[src/rtl/seq_det_pkg.sv]
// Shared constants and helpers for the parametrised serial-pattern detector.
// Match modes and the length clamp/mask functions used by seq_detector_param.
package seq_det_pkg;

   localparam logic MODE_NONOVL = 1'b0;
   localparam logic MODE_OVL    = 1'b1;
   localparam int   MAX_W_LIMIT = 32;

   // Mask of the low len bits; len >= 32 yields all ones.
   function automatic logic [MAX_W_LIMIT-1:0] len_mask(input int len);
      logic [MAX_W_LIMIT-1:0] m;
      if (len >= MAX_W_LIMIT) m = '1;
      else                    m = (32'd1 << len) - 32'd1;
      return m;
   endfunction

   function automatic int clamp_len(input int len, input int max_w);
      int l;
      if (len < 1)          l = 1;
      else if (len > max_w) l = max_w;
      else                  l = len;
      return l;
   endfunction

endpackage

[src/rtl/seq_det_sat_cnt.sv]
// Saturating up-counter with synchronous clear; holds at all-ones.
// Used for the optional match counter.
module seq_det_sat_cnt #(
   parameter int CNT_W = 16
) (
   input  logic             clk,
   input  logic             rst,
   input  logic             i_inc,
   input  logic             i_clr,
   output logic [CNT_W-1:0] o_cnt
);

   logic [CNT_W-1:0] r_cnt;

   always_ff @(posedge clk or posedge rst) begin
      if (rst)                          r_cnt <= '0;
      else if (i_clr)                   r_cnt <= '0;
      else if (i_inc && (r_cnt != '1)) r_cnt <= r_cnt + 1'b1;
   end

   assign o_cnt = r_cnt;

endmodule

[src/rtl/seq_detector_param.sv]
// Run-time loadable serial-pattern detector with overlap mode and input qualifier.
// Define SEQ_DET_COUNT_EN to add the saturating match_cnt output.
module seq_detector_param
   import seq_det_pkg::*;
#(
   parameter int               MAX_W       = 8,
   parameter logic [MAX_W-1:0] DEF_PATTERN = 8'h0B,
   parameter int               DEF_LEN     = 4,
   parameter int               CNT_W       = 16
) (
   input  logic                       clk,
   input  logic                       rst,
   input  logic                       inp_valid,
   input  logic                       inp,
   input  logic                       pat_load,
   input  logic [MAX_W-1:0]           pat_in,
   input  logic [$clog2(MAX_W+1)-1:0] pat_len,
   input  logic                       overlap,
   output logic                       out
`ifdef SEQ_DET_COUNT_EN
   ,
   output logic [CNT_W-1:0]           match_cnt
`endif
);

   localparam int             LW       = $clog2(MAX_W+1);
   localparam logic [LW-1:0]  FILL_MAX = LW'(MAX_W);
   localparam logic [LW-1:0]  RST_LEN  = LW'(clamp_len(DEF_LEN, MAX_W));

   logic [MAX_W-1:0] r_pattern;
   logic [MAX_W-1:0] r_hist;
   logic [LW-1:0]    r_len;
   logic [LW-1:0]    r_fill;
   logic             r_out;

   logic [MAX_W-1:0] w_mask;
   logic [MAX_W-1:0] w_hist_n;
   logic [LW-1:0]    w_fill_n;
   logic [LW-1:0]    w_load_len;
   logic             w_accept;
   logic             w_hit;

   assign w_mask     = MAX_W'(len_mask(int'(r_len)));
   assign w_load_len = LW'(clamp_len(int'(pat_len), MAX_W));
   assign w_accept   = inp_valid & ~pat_load;
   assign w_hist_n   = (r_hist << 1) | {{(MAX_W-1){1'b0}}, inp};
   assign w_fill_n   = (r_fill == FILL_MAX) ? r_fill : r_fill + 1'b1;
   // fill gates the compare so stale zeros after reset/load never form a match
   assign w_hit      = w_accept && (w_fill_n >= r_len) &&
                       (((w_hist_n ^ r_pattern) & w_mask) == '0);

   always_ff @(posedge clk or posedge rst) begin
      if (rst) begin
         r_pattern <= DEF_PATTERN;
         r_len     <= RST_LEN;
         r_hist    <= '0;
         r_fill    <= '0;
         r_out     <= 1'b0;
      end else if (pat_load) begin
         r_pattern <= pat_in;
         r_len     <= w_load_len;
         r_hist    <= '0;
         r_fill    <= '0;
         r_out     <= 1'b0;
      end else if (inp_valid) begin
         r_hist <= w_hist_n;
         r_fill <= (w_hit && (overlap == MODE_NONOVL)) ? '0 : w_fill_n;
         r_out  <= w_hit;
      end else begin
         r_out  <= 1'b0;
      end
   end

   assign out = r_out;

`ifdef SEQ_DET_COUNT_EN
   seq_det_sat_cnt #(.CNT_W(CNT_W)) u_cnt (
      .clk   (clk),
      .rst   (rst),
      .i_inc (w_hit),
      .i_clr (pat_load),
      .o_cnt (match_cnt)
   );
`endif

endmodule

[config.mk]
export PLATFORM = sky130hd
export DESIGN_NAME = seq_detector_param
export DESIGN_NICKNAME = d
export VERILOG_FILES = /design/src/rtl/seq_det_pkg.sv /design/src/rtl/seq_det_sat_cnt.sv /design/src/rtl/seq_detector_param.sv
export SDC_FILE = /design/constraint.sdc
export NUM_CORES = 1
export LEC_CHECK = 0
export CORE_MARGIN = 3
export CORE_UTILIZATION = 40
export DETAILED_ROUTE_END_ITERATION = 16
export GPL_TIMING_DRIVEN = 0
export PLACE_DENSITY_LB_ADDON = 0.12
export SETUP_SLACK_MARGIN = 0.05
export SLEW_MARGIN = 10
export SYNTH_ARGS = -nofsm -noshare
export SYNTH_HDL_FRONTEND = slang
export SYNTH_HIERARCHICAL = 1
export SYNTH_SLANG_ARGS = --single-unit
[constraint.sdc]
create_clock -name clk -period 5.6 [get_ports clk]
set_input_delay 0.56 -clock clk [delete_from_list [all_inputs] [get_ports clk]]
set_output_delay 0.56 -clock clk [all_outputs]
set_load 0.05 [all_outputs]
# Word level (Yosys, flattened, before mapping)
# Index checks and enable logic that the tools add are counted.
# totals
regBits	24
output_inout_bits	1
elab_cells	33
in_bits	18
# op_classes
magnitude_cmp	3
mux	10
addsub	2
n_eq_ne	1
shifts	1
reduce_logical	5
n_bitwise	6
# ops
op	count
2-to-1 mux 4 bit	6
2-to-1 mux 7 bit	2
bitwise AND 8 bit	1
logical NOT 8 bit	1
OR 8 x 1 -> 8 bit	1
<< shifter 1 x 4 -> 8 bit (first input constant)	1
subtractor 8 x 1 -> 8 bit (second input constant)	1
bitwise XOR 8 bit	1
adder 4 x 1 -> 4 bit (second input constant)	1
equality test 4 bit (second input constant)	1
>= comparator 4 bit	1
> comparator 4 bit (second input constant)	1
less-than comparator 4 x 1 -> 1 bit (second input constant)	1
logical AND 1 bit	3
2-to-1 mux 1 bit	2
inverter 1 bit	2
nonzero test 2 bit	1
bitwise AND 1 bit	1

# Logic depth before layout (Yosys ltp)
# Gate-level depths: netlist (run 1).
# depth
ltp_word	9
ltp_mapped	11
depth_no_buf	11

# Worst setup path before layout (run 1)
# Ideal clock, no wire load.
# synth_timing
path_type	register to register
start	register r_len[0]
end	register r_fill[0]
arrival_time_ps	2101
setup_time_ps	152
t_required_ps	5448
synth_period_minus_slack_ps	2254
stages_incl_launch_ff	7
setup_slack_ps	3346
n_path_buf	0
path_cell_list	dfrtp_1 > or4_4 > ha_1 > o21ai_0 > a21boi_1 > nor4_1 > a211oi_1
# synth_via
elab_chain_len	9
word_cells_on_any_way	11
classes_between	1 x add/sub; 1 x order compare; 1 x shift; 3 x mux; 1 x bitwise; 4 x reduce/logical
# synth_lines
item	line	text
from (decl)	seq_detector_param.sv:32	logic [LW-1:0] r_len;
from (signal assigned)	seq_detector_param.sv:61	r_len <= w_load_len;
<< shifter 1 x 4 -> 8 bit	seq_det_pkg.sv:13	else m = (32'd1 << len) - 32'd1;
subtractor 8 x 1 -> 8 bit	seq_det_pkg.sv:13	
bitwise AND 8 bit	seq_detector_param.sv:50	(((w_hist_n ^ r_pattern) & w_mask) == '0);
logical NOT 8 bit	seq_detector_param.sv:50	
logical AND 1 bit (*)	seq_detector_param.sv:49	assign w_hit = w_accept && (w_fill_n >= r_len) &&
logical AND 1 bit (*)	seq_detector_param.sv:67	r_fill <= (w_hit && (overlap == MODE_NONOVL)) ? '0 : w_fill_n;
2-to-1 mux 4 bit (*)	seq_detector_param.sv:67	
2-to-1 mux 4 bit (*)	seq_detector_param.sv:65	end else if (inp_valid) begin
2-to-1 mux 4 bit (*)	seq_detector_param.sv:59	end else if (pat_load) begin
to (signal assigned)	seq_detector_param.sv:67	
to (decl)	seq_detector_param.sv:33	logic [LW-1:0] r_fill;
# Every way passes the cells marked *; elsewhere a longest branch is shown, timed or not. The select of a mux whose other input is x is not followed.
# A chain may end at the register's enable or synchronous reset.

# Worst setup path in the final report (run 1)
# layout_timing
start	register r_len[0]
end	register r_fill[2]
# The elaborated chain is that of the path after synthesis.

==> results by stage, run 1 <==
Run status:
- The run finished with clean final reports.

Timing:
- The count of final max-slew check failures is 0.
- Setup repair after global routing left no endpoint under its margin.
- Final hold analysis gives a worst-case slack of 0.546 ns.
- Timing would allow up to 0.395 GHz.
- The final critical-path share of the clock period is between 40% and 50%.
- The clock skew after layout is around 0.0024 ns.
- The setup total negative slack is 0 ns.
- Setup violations remaining at the end of the flow were counted as 0.
- The smallest setup slack after layout is 3.07 ns.
- The number of hold-slack violations in the final timing report is 0.
- The slew of the pin with the lowest slew margin is 0.912 ns.
- In this run the tightest slew margin relative to its limit is between 30% and 40%.
- The minimum clock period is 2.53 ns.

Clocking:
- CTS built an H-tree with a depth of 1.
- In this run the deepest clock path goes through 2 buffers.
- Clock tree synthesis inserted a total of 3 buffers.
- The post-CTS setup buffer count is 0.
- The clock latency of the later-clocked register in the worst-skew pair is 0.31 ns.
- The quantity of gates resized following cts is 0.
- The buffer type at the clock tree root is clkbuf_4.
- The clock tree from TritonCTS is done.
- Clock-pin slew was measured on the worst setup and hold paths at 0.13 ns.
- The number of clock sinks is 24.
- Buffers inserted to repair hold after CTS numbered 0.

GRT:
- For met1 alone, demand over resource in global routing was 19.0%.
- The global-route met3 utilization is 1.54%.
- Entering global routing, the biggest net connects 25 pins.
- Global routing consumed, over all layers together, 13.8% of the routing resources.
- The via count of the first global-routing pass is 992.
- The most used routing layer is met2.
- The initial antenna violation count was 0.
- For met2 alone, demand over resource in global routing was 22.5%.
- The total grt overflow is 0.
- The wire length of the first global-routing pass is 4600 um.

Synthesis:
- In the post-synthesis netlist, the cell with the most instances is dfrtp_1.
- Of the total synthesized cell area, the portion taken by AND, OR, NAND and NOR gates is 14.9%.
- Yosys attributes the largest share of cell area to dfrtp_1 35%, dfstp_2 7.4%, mux2_2 7.1%.
- Of the post-synthesis cell area, the part taken by muxes is 14.1%.
- The post-synth design cell area is 1430 sq um.
- A synthesized cell averages roughly 11 sq um.
- After synthesis, the largest family of logic cells by area is simple AND/OR/NAND/NOR gates.
- The synthesized netlist devotes 7.98% of its cell area to XOR and XNOR gates.
- In the synthesized netlist, the cells that appear most often are 20 x dfrtp_1, 13 x nor2_1, 10 x mux2i_1.
- In the synthesized netlist the async set-or-reset flop fraction comes to 100%.
- The number of flops mapped to enable cells by yosys is 0.
- The synthesized netlist contains 38 unique library cells.
- Summed over all instances, the cell type with the most area after synthesis is dfrtp_1.
- For this run, the number of Yosys warnings is 6.
- The register area share after synthesis is 42.4%.
- Summing the areas of all compound-gate instances in the mapped netlist gives 10.2% of the synthesized area.
- The area fraction of the dominant cell type after synthesis is 35.1%.
- Counting every net in the synthesized netlist gives approximately 160.
- In this run, synthesis produced a sequential element count of 24.
- The number of standard cells after synthesis is roughly 130.
- For this run, the leading register cell type out of synthesis is dfrtp_1.
- Of the total synthesized cell area, the portion taken by full adders, half adders and majority gates is under 10%.

Die:
- The horizontal extent of the die is 65.7 um.
- The floorplan has 21 rows.
- The area of the placeable core is 3390 sq um.
- The I/O pin count is 19.
- The initial utilization of the core area, before any placement, comes to 42.1%.
- The vertical extent of the die is around 66 um.
- The die area is 4320 sq um.

Routing:
- The number of vias in the routed layout is 1001.
- Summed over all layers, the routed wires come to 2700 um.
- The number of DRC violations after detailed routing is 0.
- The pre-antenna-repair detailed-routing pass consisted of 4 iterations.
- In the final routed layout, each cell accounts on average for 13.6 um.
- The count of antenna-violating nets left after detailed routing is 0.
- Dividing the detail-routed via count by the number of cells gives a little over 5.
- The detailed router's first-iteration violation count is 52.

Layout:
- The layout overhead on the synthesized area is 18.5%.
- The final-stage net count is 179.
- The antenna diode instance count is 0.
- The share of final-layout standard cells stronger than drive strength 1 is between 10% and 20%.

Setup path:
- The largest driver fanout on the critical path is 7.
- At the worst endpoint, the arrival time is 2.70 ns.
- The worst setup path is captured at a flip-flop.
- The worst endpoint required time is 5.77 ns.
- The type of element launching the critical path is a flip-flop.
- The critical path class is flip-flop to flip-flop.
- In this run the register-to-register setup slack is between 3 and 4 ns.

Placement:
- The detailed placer's ending HPWL is 2100 um.
- Routability-driven placement finished with a final weighted congestion of 0.769.
- At the placement stage, the worst setup path has a slack of ~3.1 ns.
- The port buffer count is 17.

Power and ir drop:
- The leakage power is 0.711 nW.
- IR analysis of the VDD net gives a maximum drop of 0.128 mV.
- The total power per unit cell area is 225 nW/um^2.

Run:
- The tool flagged a number of max-cap violations equal to 0.

Min path:
- The worst min-delay path category is flip-flop to flip-flop.
-- cell families after synthesis --
family,count (synthesis)
AO/OA/AOI/OAI,22
XOR/XNOR,13
adder cells (fa/ha/maj),7
buffers and inverters,12
flip-flops,24
multiplexers,19
AND/OR/NAND/NOR,35
-- where the power goes --
group	internal, mW	switching (mW)
logic	0.0481	0.0464
registers	0.186	0.0101
clock network	0.0397	0.0506
total	0.274	0.107
-- per-layer routing --
metal  share of wire, %  vias to the layer above  routed length, um
li1                   -                      506                  -
met1                 46                      484               1250
met2                 51                        9               1370
met3                2.3                        2                 61
met4               0.52                        0                 14
met5                  0                        -                  0
-- area by class of cell --
type / instances / area [sq um]
timing repair buffer: 17 / 170
inverter: 6 / 22.5
multi-input combinational: 96 / 761
fill: 326 / 1700
tap: 46 / 57.6
clock buffer: 4 / 36.3
buffer: 6 / 38.8
sequential: 24 / 606
-- flip-flops by register name, indices dropped and copies added, names as in the netlist --
signal and count:
out 1, r_fill 4, r_hist 7, r_len 4, r_pattern 8
-- path summary, 6_finish.rpt --
path / start / to / depth (start not counted)
min in group asynchronous: rst / r_hist[6] / 2
max in group asynchronous: rst / out / 2
setup / recovery: r_len[0] / r_fill[2] / 6
hold reg to reg: r_pattern[5] / r_pattern[5] / 1
setup reg to reg: r_len[0] / r_fill[2] / 6
hold / removal: r_pattern[5] / r_pattern[5] / 1
-- placed cells by master (no fill, tap or decap), drive strengths merged, types with 6 or more instances in the layout --
master         synthesis  routed
o21ai                  6       6
clkbuf                 2       6
clkdlybuf4s50          0      17
dfrtp                 20      20
xnor2                  8       8
ha                     7       7
inv                    6       6
nor2                  14      14
mux2i                 10      10
nand2                  6       6
mux2                   9       9
-- stage by stage --
| stage | total power [mW] | cell area [sq um] | instances | util, % |
|---|---|---|---|---|
| after floorplan | 0.265 | 1430 | 132 | - |
| after global placement | 0.291 | 1660 | 195 | 48.8 |
| after detailed placement | 0.295 | 1660 | 195 | 48.8 |
| after CTS | 0.389 | 1690 | 199 | 49.9 |
| after global routing | 0.404 | 1690 | 199 | 49.9 |
| final | 0.381 | 1690 | 199 | 49.9 |
-- critical path, stage by stage, from the launching register on --
cell	delay, ns
dfrtp_1	0.49
or4_4	0.58
ha_1	0.30
o21ai_0	0.19
a21boi_1	0.11
nor4_1	0.56
a211oi_1	0.17
Note: power is estimated with default switching activity, not from simulation.
==> inputs of run 2 (changes only) <==
clock period = 2.2 ns   (was 5.6 ns; I/O delays follow)
==> run 2 against run 1 <==
The flow now finishes with violations (setup timing). Non-clock buffer count rose by 8. Critical path depth rose by 6. First-iteration DRC count rose by 15%. Utilization rose by 7.5 points. Clock power rose to 3.6 times the previous value. Critical endpoint is now out. Largest cell class unchanged.
==> results by stage, run 2 (same netlist as run 1, synthesis figures left out) <==
Die:
- The area of the placeable core is 3390 sq um (unchanged).
- The die area is 4320 sq um (unchanged).
- The placement row count is 21 (unchanged).
- The I/O pin count was 19 (unchanged).
- The horizontal extent of the die is 65.7 um (unchanged).
- The starting density of the core is 42.1% (unchanged).
- The vertical extent of the die is 65.7 um (unchanged).

Routing:
- The number of DRC violations after detailed routing is 0 (unchanged).
- The average detailed-routed wire length per instance is 15.3 um (+13%).
- The detailed-router iteration count before antenna repair is 4 (unchanged).
- The total detailed-routing wirelength is 3180 um (+18%).
- The count of antenna-violating nets left after detailed routing is 0 (unchanged).
- The routed via count divided by cell count is 5.20 (+3.4%).
- The number of vias in the routed layout is 1077 (+7.6%).
- The detailed router's first-iteration violation count is 60 (+15%).

Clocking:
- The clock transition at the registers of the reported paths is 0.14 ns (about the same).
- The clock latency of the later-clocked register in the worst-skew pair is 0.32 ns (about the same).
- The CTS buffer count came to 3 (unchanged).
- TritonCTS built the clock tree.
- The worst-case clock buffer depth was 2 (unchanged).
- The number of clock sinks was 24 (unchanged).
- CTS placed an instance of clkbuf_4 at the clock tree root.
- The number of levels in the clock H-tree is 1 (unchanged).

Power and ir drop:
- The clock network fraction of design power is 27.6% (+3.9 points).
- The switching power as a share of total power was 28.4% (+0.30 points).
- The combinational fraction of design power came to 29.9% (+5.1 points).
- The total design power came to 1.17 mW (+210%).
- The leakage power came to 0.791 nW (+11%).
- The power dissipated by switching net loads is 0.332 mW (+210%).
- The total power per unit cell area was 600 nW/um^2 (+170%).
- The maximum vdd ir drop came to 0.339 mV (+170%).
- The internal cell power was 0.836 mW (+210%).
- The power share of the sequential group is 42.5% (-9.0 points).

Setup path:
- The buffers plus inverters on the worst setup path is 2 (+2).
- Among all stages on the critical path, the largest delay is contributed by dfrtp_1.
- The cell family contributing the most delay on the critical path is compound AO/OA/AOI/OAI gates.
- The biggest cell delay along the critical path is 0.43 ns (-0.15 ns).
- Walking the worst path, the cells encountered are inv_2 > ha_4 > nand2_4 > nor2_4 > xnor2_2 > ha_1 > nand2b_4 > a211o_1 > a21oi_4 > buf_6 > nor2_2 > nor4b_4.
- The slack of the worst reg-to-reg path is -0.04 ns (-3.11 ns).
- The worst endpoint required time was 2.40 ns (-3.37 ns).
- The critical path in this run is classified as flip-flop to flip-flop.
- The type of element launching the critical path is a flip-flop.
- The worst setup path is captured at a flip-flop.
- The data arrival time at the worst-slack endpoint is 2.44 ns (-0.26 ns).
- The largest driver fanout on the critical path was 2 (-5).

Layout:
- The largest registers in the layout are r_pattern x8, r_hist x7.
- The most common cell after layout, fill and taps aside is dfrtp_1.
- In the layout the commonest cells are 19 x dfrtp_1, 17 x clkdlybuf4s50_1, 11 x nor2_1, 9 x mux2i_1, 9 x mux2_2.
- The flip-flop count of the largest register, all copies and words added was 8 (unchanged).
- The final design utilization is 57.4% (+7.5 points).
- The antenna diode instance count came to 0 (unchanged).
- The share of final-layout standard cells stronger than drive strength 1 is 35.4% (+18 points).
- The non-filler instance count after layout is 207 (+4.0%).
- The post-route cell area is 1950 sq um (+15%).
- Compared with the post-synthesis result, the final layout area differs by 36.4%.
- The final-stage net count is 187 (+4.5%).
- The register with the most flip-flops in the final layout is r_pattern.

Timing:
- Setup repair after global routing could not meet its margin everywhere.
- The headroom to the max-slew limit is 39.5% (+0.37 points).
- The number of hold-slack violations in the final timing report is 0 (unchanged).
- The smallest setup slack after layout was -0.0390 ns (-3.11 ns).
- The count of final max-slew check failures is 0 (unchanged).
- The slew of the pin with the lowest slew margin is 0.906 ns (-0.00548 ns).
- The final critical-path share of the clock period is 102% (+57 points).
- The minimum clock period is 2.24 ns (-0.290 ns).
- The top achievable clock speed is 0.447 GHz (+13%).
- The setup total negative slack is -0.174 ns (-0.174 ns).
- The total of endpoints with negative setup slack in the final report is 5 (+5).
- The clock skew after layout came to 0.00711 ns (+0.00474 ns).

Placement:
- The port buffer count is 17 (unchanged).
- The final weighted congestion in routability-driven placement came to 0.792 (+3.0%).
- The instance area after placement is 1670 sq um (+0.60%).
- The detailed placer's ending HPWL is 2170 um (+3.1%).
- The number of placed instances, taps included is 195 (unchanged).

Run:
- The max-capacitance violation count is 0 (unchanged).

Run status:
- The flow ran to the end, but the final reports show violations.
- The final reports fail on setup timing.

GRT:
- The via count of the first global-routing pass came to 1128 (+14%).
- The pin count of the biggest net entering global routing was 25 (unchanged).
- The wire length of the first global-routing pass is 5090 um (+11%).
- The total grt overflow is 0 (unchanged).
- The initial antenna violation count is 0 (unchanged).
- The aggregate global-route resource usage is 15.5% (+1.6 points).

Min path:
- The min-delay analysis places its worst path in the category input port to asynchronous set/reset pin.
run 2: worst paths after layout:
path                              start           end  depth (start not counted)
setup / recovery              r_fill[0]           out                         12
hold / removal                      rst     r_hist[0]                          2
setup reg to reg              r_fill[0]           out                         12
hold reg to reg            r_pattern[6]  r_pattern[6]                          1
max in group asynchronous           rst      r_len[0]                          2
min in group clk             pat_len[2]      r_len[2]                          3
run 2: timing repair:
item,in CTS,in global routing
hold buffers,0,0
gates cloned,0,0
endpoints found under the setup margin,5,5
pin swaps,8,11
buffers inserted,8,1
gates resized for setup,13,21
run 2: power by group through the flow:
stage          Combinational (mW)  Clock, mW  Sequential [mW]
2_1_floorplan               0.180          0            0.503
3_3_place_gp                0.240          0            0.508
3_5_place_dp                0.248          0            0.509
4_1_cts                     0.302      0.332            0.496
5_1_grt                     0.381      0.340            0.501
6_report                    0.349      0.322            0.496
run 2: metal layers:
| metal | vias up | GRT usage (%) | wire length, um |
|---|---|---|---|
| li1 | 525 | - | - |
| met4 | 0 | 5.96 | 41 |
| met5 | - | 0 | 0 |
| met1 | 526 | 18.9 | 1260 |
| met3 | 4 | 1.88 | 90 |
| met2 | 22 | 27.4 | 1790 |
run 2: per-stage QoR:
stage | hold slack [ns] | setup slack (ns)
after global routing | 0.451 | -0.110
after global placement | 0.514 | -0.115
after CTS | 0.404 | -0.0704
after floorplan | 0.232 | 0.0686
final | 0.376 | -0.0390
after detailed placement | 0.517 | -0.196
run 2: cell type report:
cell class	instances	area, sq um
fillers	297	1440
multi-input cells	96	935
flip-flops and latches	24	607
repair buffers	25	234
well taps	46	57.6
plain buffers	6	38.8
clock inverters	1	30.0
clock buffers	3	22.5
inverters	6	22.5
==> inputs of run 3 (changes only) <==
CTS_CLUSTER_SIZE = 8   (was unset)
==> results of run 3 <==
The final DEF is identical to that of run 2; final timing and power are the same.
